`src/rtl/fp_mul_pipe.sv`:
```
// fp_mul_pipe: 3-stage pipelined floating-point multiplier.
// Stage 1 unpacks and classifies the operands, sums the exponents and forms the sign.
// Stage 2 multiplies the mantissas, hidden bit included.
// Stage 3 normalises, rounds, adjusts the exponent and selects special results.
// One advance signal moves the whole pipeline, so a stalled consumer freezes every stage.
module fp_mul_pipe #(
  parameter int EXP_W = 8,
  parameter int MAN_W = 23,
  parameter int RNE   = 1
) (
  input  logic                   clk,
  input  logic                   rst,
  input  logic                   in_valid,
  output logic                   in_ready,
  input  logic [EXP_W+MAN_W:0]   a,
  input  logic [EXP_W+MAN_W:0]   b,
  output logic                   out_valid,
  input  logic                   out_ready,
  output logic [EXP_W+MAN_W:0]   c,
  output logic [2:0]             flags
);

  localparam int W  = 1 + EXP_W + MAN_W;
  localparam int EW = EXP_W + 2;        // signed working exponent width
  localparam int MW = MAN_W + 1;        // mantissa width including hidden bit
  localparam int PW = 2 * MW;           // full product width

  localparam logic [EXP_W-1:0]        EXP_ONES = {EXP_W{1'b1}};
  localparam logic [EXP_W-1:0]        EXP_ZERO = {EXP_W{1'b0}};
  localparam logic [MAN_W-1:0]        MAN_ZERO = {MAN_W{1'b0}};
  localparam logic signed [EW-1:0]    E_ZERO   = {EW{1'b0}};
  localparam logic signed [EW-1:0]    E_ONE    = {{(EW-1){1'b0}}, 1'b1};
  localparam logic signed [EW-1:0]    BIAS     = {3'b000, {(EXP_W-1){1'b1}}};
  localparam logic signed [EW-1:0]    EXP_MAX  = {2'b00, {EXP_W{1'b1}}};
  localparam logic [W-1:0]            QNAN     = {1'b0, {EXP_W{1'b1}}, 1'b1, {(MAN_W-1){1'b0}}};
  localparam logic                    USE_RNE  = (RNE != 32'sd0);

  localparam logic [2:0] FLG_NONE = 3'b000;
  localparam logic [2:0] FLG_INV  = 3'b100;
  localparam logic [2:0] FLG_OVF  = 3'b010;
  localparam logic [2:0] FLG_UNF  = 3'b001;

  // Field classification helpers; a zero exponent (zero or subnormal) counts as zero.
  function automatic logic fp_is_nan(input logic [W-1:0] x);
    return (x[W-2:MAN_W] == EXP_ONES) && (x[MAN_W-1:0] != MAN_ZERO);
  endfunction

  function automatic logic fp_is_inf(input logic [W-1:0] x);
    return (x[W-2:MAN_W] == EXP_ONES) && (x[MAN_W-1:0] == MAN_ZERO);
  endfunction

  function automatic logic fp_is_zero(input logic [W-1:0] x);
    return (x[W-2:MAN_W] == EXP_ZERO);
  endfunction

  logic advance_s;

  // Stage 1 combinational signals
  logic                 a_nan_s, b_nan_s, a_inf_s, b_inf_s, a_zero_s, b_zero_s;
  logic                 s1_nan_nxt_s, s1_inv_nxt_s, s1_inf_nxt_s, s1_zero_nxt_s;
  logic signed [EW-1:0] s1_exp_nxt_s;

  // Stage 1 registers
  logic                 s1_valid_r, s1_sign_r, s1_nan_r, s1_inv_r, s1_inf_r, s1_zero_r;
  logic signed [EW-1:0] s1_exp_r;
  logic [MW-1:0]        s1_man_a_r, s1_man_b_r;

  // Stage 2 registers
  logic                 s2_valid_r, s2_sign_r, s2_nan_r, s2_inv_r, s2_inf_r, s2_zero_r;
  logic signed [EW-1:0] s2_exp_r;
  logic [PW-1:0]        s2_prod_r;

  // Stage 3 combinational signals
  logic                 norm_hi_s, guard_s, sticky_s, round_up_s;
  logic [MW-1:0]        mant_s;
  logic [MW:0]          mant_rnd_s;
  logic [MAN_W-1:0]     frac_s;
  logic signed [EW-1:0] exp_norm_s, exp_fin_s;
  logic [W-1:0]         c_nxt_s;
  logic [2:0]           flags_nxt_s;

  // Output registers
  logic                 out_valid_r;
  logic [W-1:0]         c_r;
  logic [2:0]           flags_r;

  assign advance_s = !out_valid_r || out_ready;
  assign in_ready  = advance_s;
  assign out_valid = out_valid_r;
  assign c         = c_r;
  assign flags     = flags_r;

  // Classify operands and form the unnormalised biased exponent.
  always_comb begin
    a_nan_s       = fp_is_nan(a);
    b_nan_s       = fp_is_nan(b);
    a_inf_s       = fp_is_inf(a);
    b_inf_s       = fp_is_inf(b);
    a_zero_s      = fp_is_zero(a);
    b_zero_s      = fp_is_zero(b);
    s1_nan_nxt_s  = a_nan_s || b_nan_s;
    s1_inv_nxt_s  = (a_inf_s && b_zero_s) || (a_zero_s && b_inf_s);
    s1_inf_nxt_s  = a_inf_s || b_inf_s;
    s1_zero_nxt_s = a_zero_s || b_zero_s;
    s1_exp_nxt_s  = $signed({2'b00, a[W-2:MAN_W]}) + $signed({2'b00, b[W-2:MAN_W]}) - BIAS;
  end

  // Stage 1 register: capture classification, exponent sum, sign and mantissas.
  always_ff @(posedge clk or posedge rst) begin
    if (rst) begin
      s1_valid_r <= 1'b0;
      s1_sign_r  <= 1'b0;
      s1_nan_r   <= 1'b0;
      s1_inv_r   <= 1'b0;
      s1_inf_r   <= 1'b0;
      s1_zero_r  <= 1'b0;
      s1_exp_r   <= E_ZERO;
      s1_man_a_r <= {MW{1'b0}};
      s1_man_b_r <= {MW{1'b0}};
    end else if (advance_s) begin
      s1_valid_r <= in_valid;
      s1_sign_r  <= a[W-1] ^ b[W-1];
      s1_nan_r   <= s1_nan_nxt_s;
      s1_inv_r   <= s1_inv_nxt_s;
      s1_inf_r   <= s1_inf_nxt_s;
      s1_zero_r  <= s1_zero_nxt_s;
      s1_exp_r   <= s1_exp_nxt_s;
      s1_man_a_r <= {1'b1, a[MAN_W-1:0]};
      s1_man_b_r <= {1'b1, b[MAN_W-1:0]};
    end
  end

  // Stage 2 register: full-width mantissa product plus carried-along control.
  always_ff @(posedge clk or posedge rst) begin
    if (rst) begin
      s2_valid_r <= 1'b0;
      s2_sign_r  <= 1'b0;
      s2_nan_r   <= 1'b0;
      s2_inv_r   <= 1'b0;
      s2_inf_r   <= 1'b0;
      s2_zero_r  <= 1'b0;
      s2_exp_r   <= E_ZERO;
      s2_prod_r  <= {PW{1'b0}};
    end else if (advance_s) begin
      s2_valid_r <= s1_valid_r;
      s2_sign_r  <= s1_sign_r;
      s2_nan_r   <= s1_nan_r;
      s2_inv_r   <= s1_inv_r;
      s2_inf_r   <= s1_inf_r;
      s2_zero_r  <= s1_zero_r;
      s2_exp_r   <= s1_exp_r;
      s2_prod_r  <= {{MW{1'b0}}, s1_man_a_r} * {{MW{1'b0}}, s1_man_b_r};
    end
  end

  // Normalise the product (at most one bit of shift) and round it.
  always_comb begin
    norm_hi_s = s2_prod_r[PW-1];
    if (norm_hi_s) begin
      mant_s     = s2_prod_r[PW-1:MAN_W+1];
      guard_s    = s2_prod_r[MAN_W];
      sticky_s   = |s2_prod_r[MAN_W-1:0];
      exp_norm_s = s2_exp_r + E_ONE;
    end else begin
      mant_s     = s2_prod_r[PW-2:MAN_W];
      guard_s    = s2_prod_r[MAN_W-1];
      sticky_s   = |s2_prod_r[MAN_W-2:0];
      exp_norm_s = s2_exp_r;
    end
    round_up_s = USE_RNE && guard_s && (sticky_s || mant_s[0]);
    mant_rnd_s = {1'b0, mant_s} + {{MW{1'b0}}, round_up_s};
    // A carry out of rounding leaves 10.00..0, which renormalises to 1.00..0.
    if (mant_rnd_s[MW]) begin
      frac_s    = mant_rnd_s[MAN_W:1];
      exp_fin_s = exp_norm_s + E_ONE;
    end else begin
      frac_s    = mant_rnd_s[MAN_W-1:0];
      exp_fin_s = exp_norm_s;
    end
  end

  // Pick the final encoding in priority order: NaN, Inf x 0, Inf, zero, overflow, underflow, normal.
  always_comb begin
    c_nxt_s     = {W{1'b0}};
    flags_nxt_s = FLG_NONE;
    if (s2_nan_r) begin
      c_nxt_s     = QNAN;
      flags_nxt_s = FLG_NONE;
    end else if (s2_inv_r) begin
      c_nxt_s     = QNAN;
      flags_nxt_s = FLG_INV;
    end else if (s2_inf_r) begin
      c_nxt_s     = {s2_sign_r, EXP_ONES, MAN_ZERO};
      flags_nxt_s = FLG_NONE;
    end else if (s2_zero_r) begin
      c_nxt_s     = {s2_sign_r, EXP_ZERO, MAN_ZERO};
      flags_nxt_s = FLG_NONE;
    end else if (exp_fin_s >= EXP_MAX) begin
      c_nxt_s     = {s2_sign_r, EXP_ONES, MAN_ZERO};
      flags_nxt_s = FLG_OVF;
    end else if (exp_fin_s < E_ONE) begin
      c_nxt_s     = {s2_sign_r, EXP_ZERO, MAN_ZERO};
      flags_nxt_s = FLG_UNF;
    end else begin
      c_nxt_s     = {s2_sign_r, exp_fin_s[EXP_W-1:0], frac_s};
      flags_nxt_s = FLG_NONE;
    end
  end

  // Output register: load a result only when stage 2 holds one; hold while the consumer stalls.
  always_ff @(posedge clk or posedge rst) begin
    if (rst) begin
      out_valid_r <= 1'b0;
      c_r         <= {W{1'b0}};
      flags_r     <= FLG_NONE;
    end else if (advance_s) begin
      out_valid_r <= s2_valid_r;
      if (s2_valid_r) begin
        c_r     <= c_nxt_s;
        flags_r <= flags_nxt_s;
      end
    end
  end

endmodule

```
`config.mk`:
```
export PLATFORM = sky130hd
export DESIGN_NAME = fp_mul_pipe
export DESIGN_NICKNAME = d
export VERILOG_FILES = /design/src/rtl/fp_mul_pipe.sv
export SDC_FILE = /design/constraint.sdc
export NUM_CORES = 2
export LEC_CHECK = 0
export BUFFER_PORTS_ARGS = -buffer_cell sky130_fd_sc_hd__buf_2
export CAP_MARGIN = 20
export CORE_MARGIN = 4
export CORE_UTILIZATION = 59
export DETAILED_ROUTE_END_ITERATION = 8
export PLACE_DENSITY = 0.8
export SLEW_MARGIN = 20
export SYNTH_ARGS = -nofsm -noshare
export SYNTH_HDL_FRONTEND = slang
export SYNTH_SLANG_ARGS = --single-unit
```
`constraint.sdc`:
```
create_clock -name clk -period 7.21 [get_ports clk]
set_input_delay 0.3605 -clock clk [delete_from_list [all_inputs] [get_ports clk]]
set_output_delay 0.3605 -clock clk [all_outputs]
set_load 0.1 [all_outputs]
```
# Word level (Yosys, flattened, before mapping)
# Index checks and enable logic that the tools add are counted.
[totals] wordCells=72 inputBits=68 romBits=0 output_inout_bits=37 reg_bits=164 n_memories=0 ram_bits=0 latchBits=0
[op_classes] n_eq_ne=2 bitwise_logic=1 n_shift=0 n_addsub=5 order_cmp=2 n_reduce_logical=23 muxes=18 div_mod_pow=0 multipliers=1
[ops] operator="2-to-1 mux 31 bit" n=4
[ops] operator="2-to-1 mux 32 bit" n=2
[ops] operator="multiplier 24 x 24 -> 48 bit" n=1
[ops] operator="logical NOT 23 bit" n=2
[ops] operator="nonzero test 23 bit" n=2
[ops] operator="adder 24 x 1 -> 25 bit" n=1
[ops] operator="2-to-1 mux 24 bit" n=1
[ops] operator="2-to-1 mux 23 bit" n=1
[ops] operator="OR reduction 23 bit" n=1
[ops] operator="OR reduction 22 bit" n=1
[ops] operator="adder 10 x 2 -> 10 bit (second input constant)" n=2
[ops] operator="2-to-1 mux 10 bit" n=2
[ops] operator="equality test 8 bit (second input constant)" n=2
[ops] operator="logical NOT 8 bit" n=2
[ops] operator="greater-or-equal comparator 10 x 9 -> 1 bit (second input constant)" n=1
[ops] operator="< comparator 10 x 2 -> 1 bit (second input constant)" n=1
[ops] operator="subtractor 9 x 7 -> 10 bit (second input constant)" n=1
[ops] operator="adder 8 x 8 -> 9 bit" n=1
[ops] operator="logical AND 1 bit" n=7
[ops] operator="logical OR 1 bit" n=6
[ops] operator="2-to-1 mux 2 bit" n=3
[ops] operator="2-to-1 mux 3 bit" n=2
[ops] operator="2-to-1 mux 1 bit" n=3
[ops] operator="AND reduction 2 bit" n=1
[ops] operator="other kinds (2)" n=2

# Logic depth before layout (Yosys ltp)
[depth] ltp_word=13 depth_mapped=26 depth_no_buf=25

# Worst setup path before layout
# Ideal clock, no wire load.
[synth_path] path_kind="reg2reg" start="reg s1_man_b_r[3]" end="reg s2_prod_r[40]" period_less_slack_ps=6933 setup_time_ps=130 slack_ps=277 required_time_ps=7080 stages_incl_launch_ff=27 path_buffers=1 arrival_time_ps=6803 cell_sequence="dfrtp_1 > clkbuf_1 > nand2_1 > fa_1 > inv_1 > fa_1 > inv_1 > fa_1 > inv_1 > fa_1 > inv_1 > fa_1 > inv_1 > fa_1 > inv_1 > fa_1 > inv_1 > ha_1 > and3_1 > nand3_1 > nor2_1 > o21ai_0 > a2111oi_1 > o21ai_0 > o311ai_1 > xnor2_1 > o21ai_1"
[synth_between] elab_chain_cells=1
[synth_lines] element="start: declaration" line="66" rtl="logic [MW-1:0] s1_man_a_r, s1_man_b_r;"
[synth_lines] element="start signal: assignment" line="119" rtl="s1_man_b_r <= {MW{1'b0}};"
[synth_lines] element="start signal: assignment" line="129" rtl="s1_man_b_r <= {1'b1, b[MAN_W-1:0]};"
[synth_lines] element="multiplier 24 x 24 -> 48 bit" line="152" rtl="s2_prod_r <= {{MW{1'b0}}, s1_man_a_r} * {{MW{1'b0}}, s1_man_b_r};"
[synth_lines] element="end signal: assignment" line="143" rtl="s2_prod_r <= {PW{1'b0}};"
[synth_lines] element="end signal: assignment" line="152"
[synth_lines] element="end: declaration" line="71" rtl="logic [PW-1:0] s2_prod_r;"
# No other way between the ends.
# A chain may end at the register's enable or synchronous reset.

# Final worst setup path
[layout_path] start="reg s1_man_a_r[11]" end="reg s2_prod_r[35]"
[layout_between] elab_chain_cells=1
[layout_lines] element="start: declaration" line="66"
[layout_lines] element="start signal: assignment" line="118" rtl="s1_man_a_r <= {MW{1'b0}};"
[layout_lines] element="start signal: assignment" line="128" rtl="s1_man_a_r <= {1'b1, a[MAN_W-1:0]};"
[layout_lines] element="multiplier 24 x 24 -> 48 bit" line="152"
# No other way between the ends.

==> impl_metrics.tcl <==
set metrics [dict create \
    port_buffers 104 \
    cts_num_sinks 163 \
    reg2reg_setup_slack_ps 240 \
    viasPerCell 5.65 \
    drv_slew 0 \
    synth_area_um2 27200 \
    clkLatencyLatePin_ps 470 \
    crit_arrival_ps 7270 \
    tightest_slew_ps 1200 \
    crit_slowest_cell "fa_1" \
    rows 78 \
    antenna_found_initial 0 \
    synth_seq_cells 163 \
    rr_startpoint "s1_man_a_r[11]$_DFFE_PP0N_" \
    ys_seq_area_share_pct 15.0 \
    rsz0062_at_grt "false" \
    die_h_um 223 \
    ctsHoldBuffers 0 \
    worstPathRequired_ps 7520 \
    gp_congestion 1.00 \
    first_iter_violations 1635 \
    grt_pass1_wl_mm 115 \
    synth.distinct_cells 77 \
    grt.overflow.total 0 \
    hold_class "primary input to async pin" \
    post-route-util_pct 64.5 \
    h-tree-depth 4 \
    status "completed" \
    grt_usage_pct 28.8 \
    layout_commonest_cell "nand2_1" \
    synth_flop_cell "dfrtp_1" \
    muxShareOfSynthArea_pct 0.684 \
    final_cell_mix "nand2_1, inv_1, fa_1" \
    crit_path_end "s2_prod_r[35]$_DFFE_PP0N_" \
    setup-violations-final 0 \
    synth-edff-count 0 \
    synth_fa_ha_area_share_pct 44.3 \
    synth_top_family_by_area "adder cells" \
    setup.worst_path.class "register to register" \
    final_cells 3781 \
    cp-start-kind "register" \
    crit_path_start "s1_man_a_r[11]$_DFFE_PP0N_" \
    io-pin-count 105 \
    routed_wl_mm 69.3 \
    critPathCaptureType "register" \
    final.min_clock_period_ps 6970 \
    syn_nets 3857 \
    num_vias 21400 \
    die-area_um2 49700 \
    nNetsFinal 3910 \
    core_um2 45500 \
    dp.final_hpwl_mm 56.8 \
    synth-compound-area-share_pct 7.15 \
    die_w_um 223 \
    period_share_pct 96.6 \
    max_freq_mhz 144 \
    fin_setup_tns_ps 0 \
    antenna_left 0 \
    cts_tree "yes" \
    cap_violations 0 \
    area_growth_pct 7.77 \
    clockBufferDepth 2 \
    synth_xor_area_share_pct 2.44 \
    syn_inst 3114 \
    dp.cells 3746 \
    syn_avg_cell_area_um2 8.75 \
    cts_root_buf "clkbuf_16" \
    drt-pass1-iter-count 5 \
    reg2reg_to "s2_prod_r[35]$_DFFE_PP0N_" \
    wire_per_inst_um 18.3 \
    ys_warn_count 0 \
    async_flop_share_pct 100 \
    drive_gt1_share_pct 8.77 \
    fin_skew_ps 18.9 \
    numCtsBuffers 17 \
    worst_r2r_path_depth 23 \
    max_slew_margin_pct 19.4 \
    path_clk_slew_ps 90 \
    grt_max_degree 94 \
    cpMostUsedCell "fa_1" \
    cp_max_fo 19 \
    hold_violations 0 \
    worstPathCellList "buf_12 -> and2_1 -> fa_1 -> fa_1 -> inv_1 -> fa_1 -> fa_1 -> inv_1 -> fa_1 -> fa_1 -> inv_1 -> fa_1 -> inv_1 -> ha_1 -> a21o_1 -> a211o_1 -> a311o_1 -> a21o_1 -> a21boi_1 -> o21ai_1 -> a221oi_1 -> xor2_1 -> o21ai_0" \
    route.detailed.drc 0 \
    slowest_delay_ps 530 \
    synthSimpleGateAreaFrac_pct 20.2 \
    start_util_pct 59.9 \
    grt_pass1_vias 22700 \
]
[state kept, by name (all words and copies together) (netlist names), 3 cells and up]
signal	count
s2_prod_r	48
s2_exp_r	10
s1_man_b_r	23
s1_exp_r	10
flags	3
c	32
s1_man_a_r	24
[Yosys cell counts (11+ instances only)]
master    count  area, um2
a21o_1       29        218
a21oi_1      93        465
a22o_1       18        158
a31oi_1      12       75.1
and2_1      308       1930
and3_1       13       81.3
clkbuf_1    145        544
dfrtp_1     163       4080
fa_1        483       9670
ha_1        192       2400
inv_1       573       2150
mux2i_1      13        130
nand2_1     580       2180
nand2b_1     11       68.8
nand3_1      28        140
nand4_1      22        138
nor2_1       91        342
nor2b_1      13       81.3
nor3_1       15       75.1
nor4_1       25        156
o21ai_0      76        380
xnor2_1      52        455
xor2_1       22        193
[cell type report]
| type | instances | area [um2] |
|---|---|---|
| clock buffers | 18 | 439 |
| diodes | 1 | 2.50 |
| fillers | 3701 | 16100 |
| flip-flops and latches | 163 | 4100 |
| repair buffers | 198 | 1320 |
| well taps | 600 | 751 |
| clock inverters | 14 | 180 |
| multi-input cells | 2214 | 20400 |
| inverters | 573 | 2160 |
[critical path, delay by kind of cell (launching register included)]
family / cells / cell delay, ps
AOI/OAI and AO/OA: 8 / 1780
adders and majority gates: 8 / 3780
and+or+nand+nor: 1 / 180
xor gates and xnor gates: 1 / 180
DFF: 1 / 490
buffers and inverters: 5 / 390
[timing repair]
action / in CTS / in global routing
pin swaps: 0 / 3
setup endpoints to repair: 1 / 18
resized for setup: 1 / 27
buffers inserted: 0 / 0
[cell families (layout without fill, tap and decap cells)]
kind of cell	count (synthesis)	count (layout)
simple gates	1140	1140
buf+inv	737	803
fa+ha+maj	675	675
compound gates	306	306
flops	163	163
xor+xnor	75	75
mux	18	18
other cells	0	1
[stage by stage]
stage	setup slack [ps]	area, um2	hold slack, ps
2_1_floorplan	277	27200	438
3_3_place_gp	164	28600	449
3_5_place_dp	8.78	28600	456
4_1_cts	17.2	29200	89.0
5_1_grt	0.150	29400	109
6_report	244	29400	38.9
[per-layer routing]
layer,routed length (um),track usage (%),vias up
met5,0,0,-
met4,3160,12.1,0
met3,4210,4.34,209
met2,34600,48.6,792
met1,27300,37.6,10800
li1,-,-,9613
[how the worst min path moves through the flow]
stage                            from                      to  slack, ps  cells after the start
2_1_floorplan   s2_sign_r$_DFFE_PP0N_   s2_sign_r$_DFFE_PP0N_        440                      2
3_3_place_gp   s1_valid_r$_DFFE_PP0N_  s1_valid_r$_DFFE_PP0N_        450                      2
3_5_place_dp     s1_nan_r$_DFFE_PP0N_    s1_nan_r$_DFFE_PP0N_        460                      2
4_1_cts                      in_valid  s1_valid_r$_DFFE_PP0N_         90                      3
5_1_grt                      in_valid  s1_valid_r$_DFFE_PP0N_        110                      3
6_report                          rst       c[30]$_DFFE_PP0P_         40                      2
Power is not shown: default switching activity piles up to over one toggle a cycle in this logic, so the estimate is an artifact.
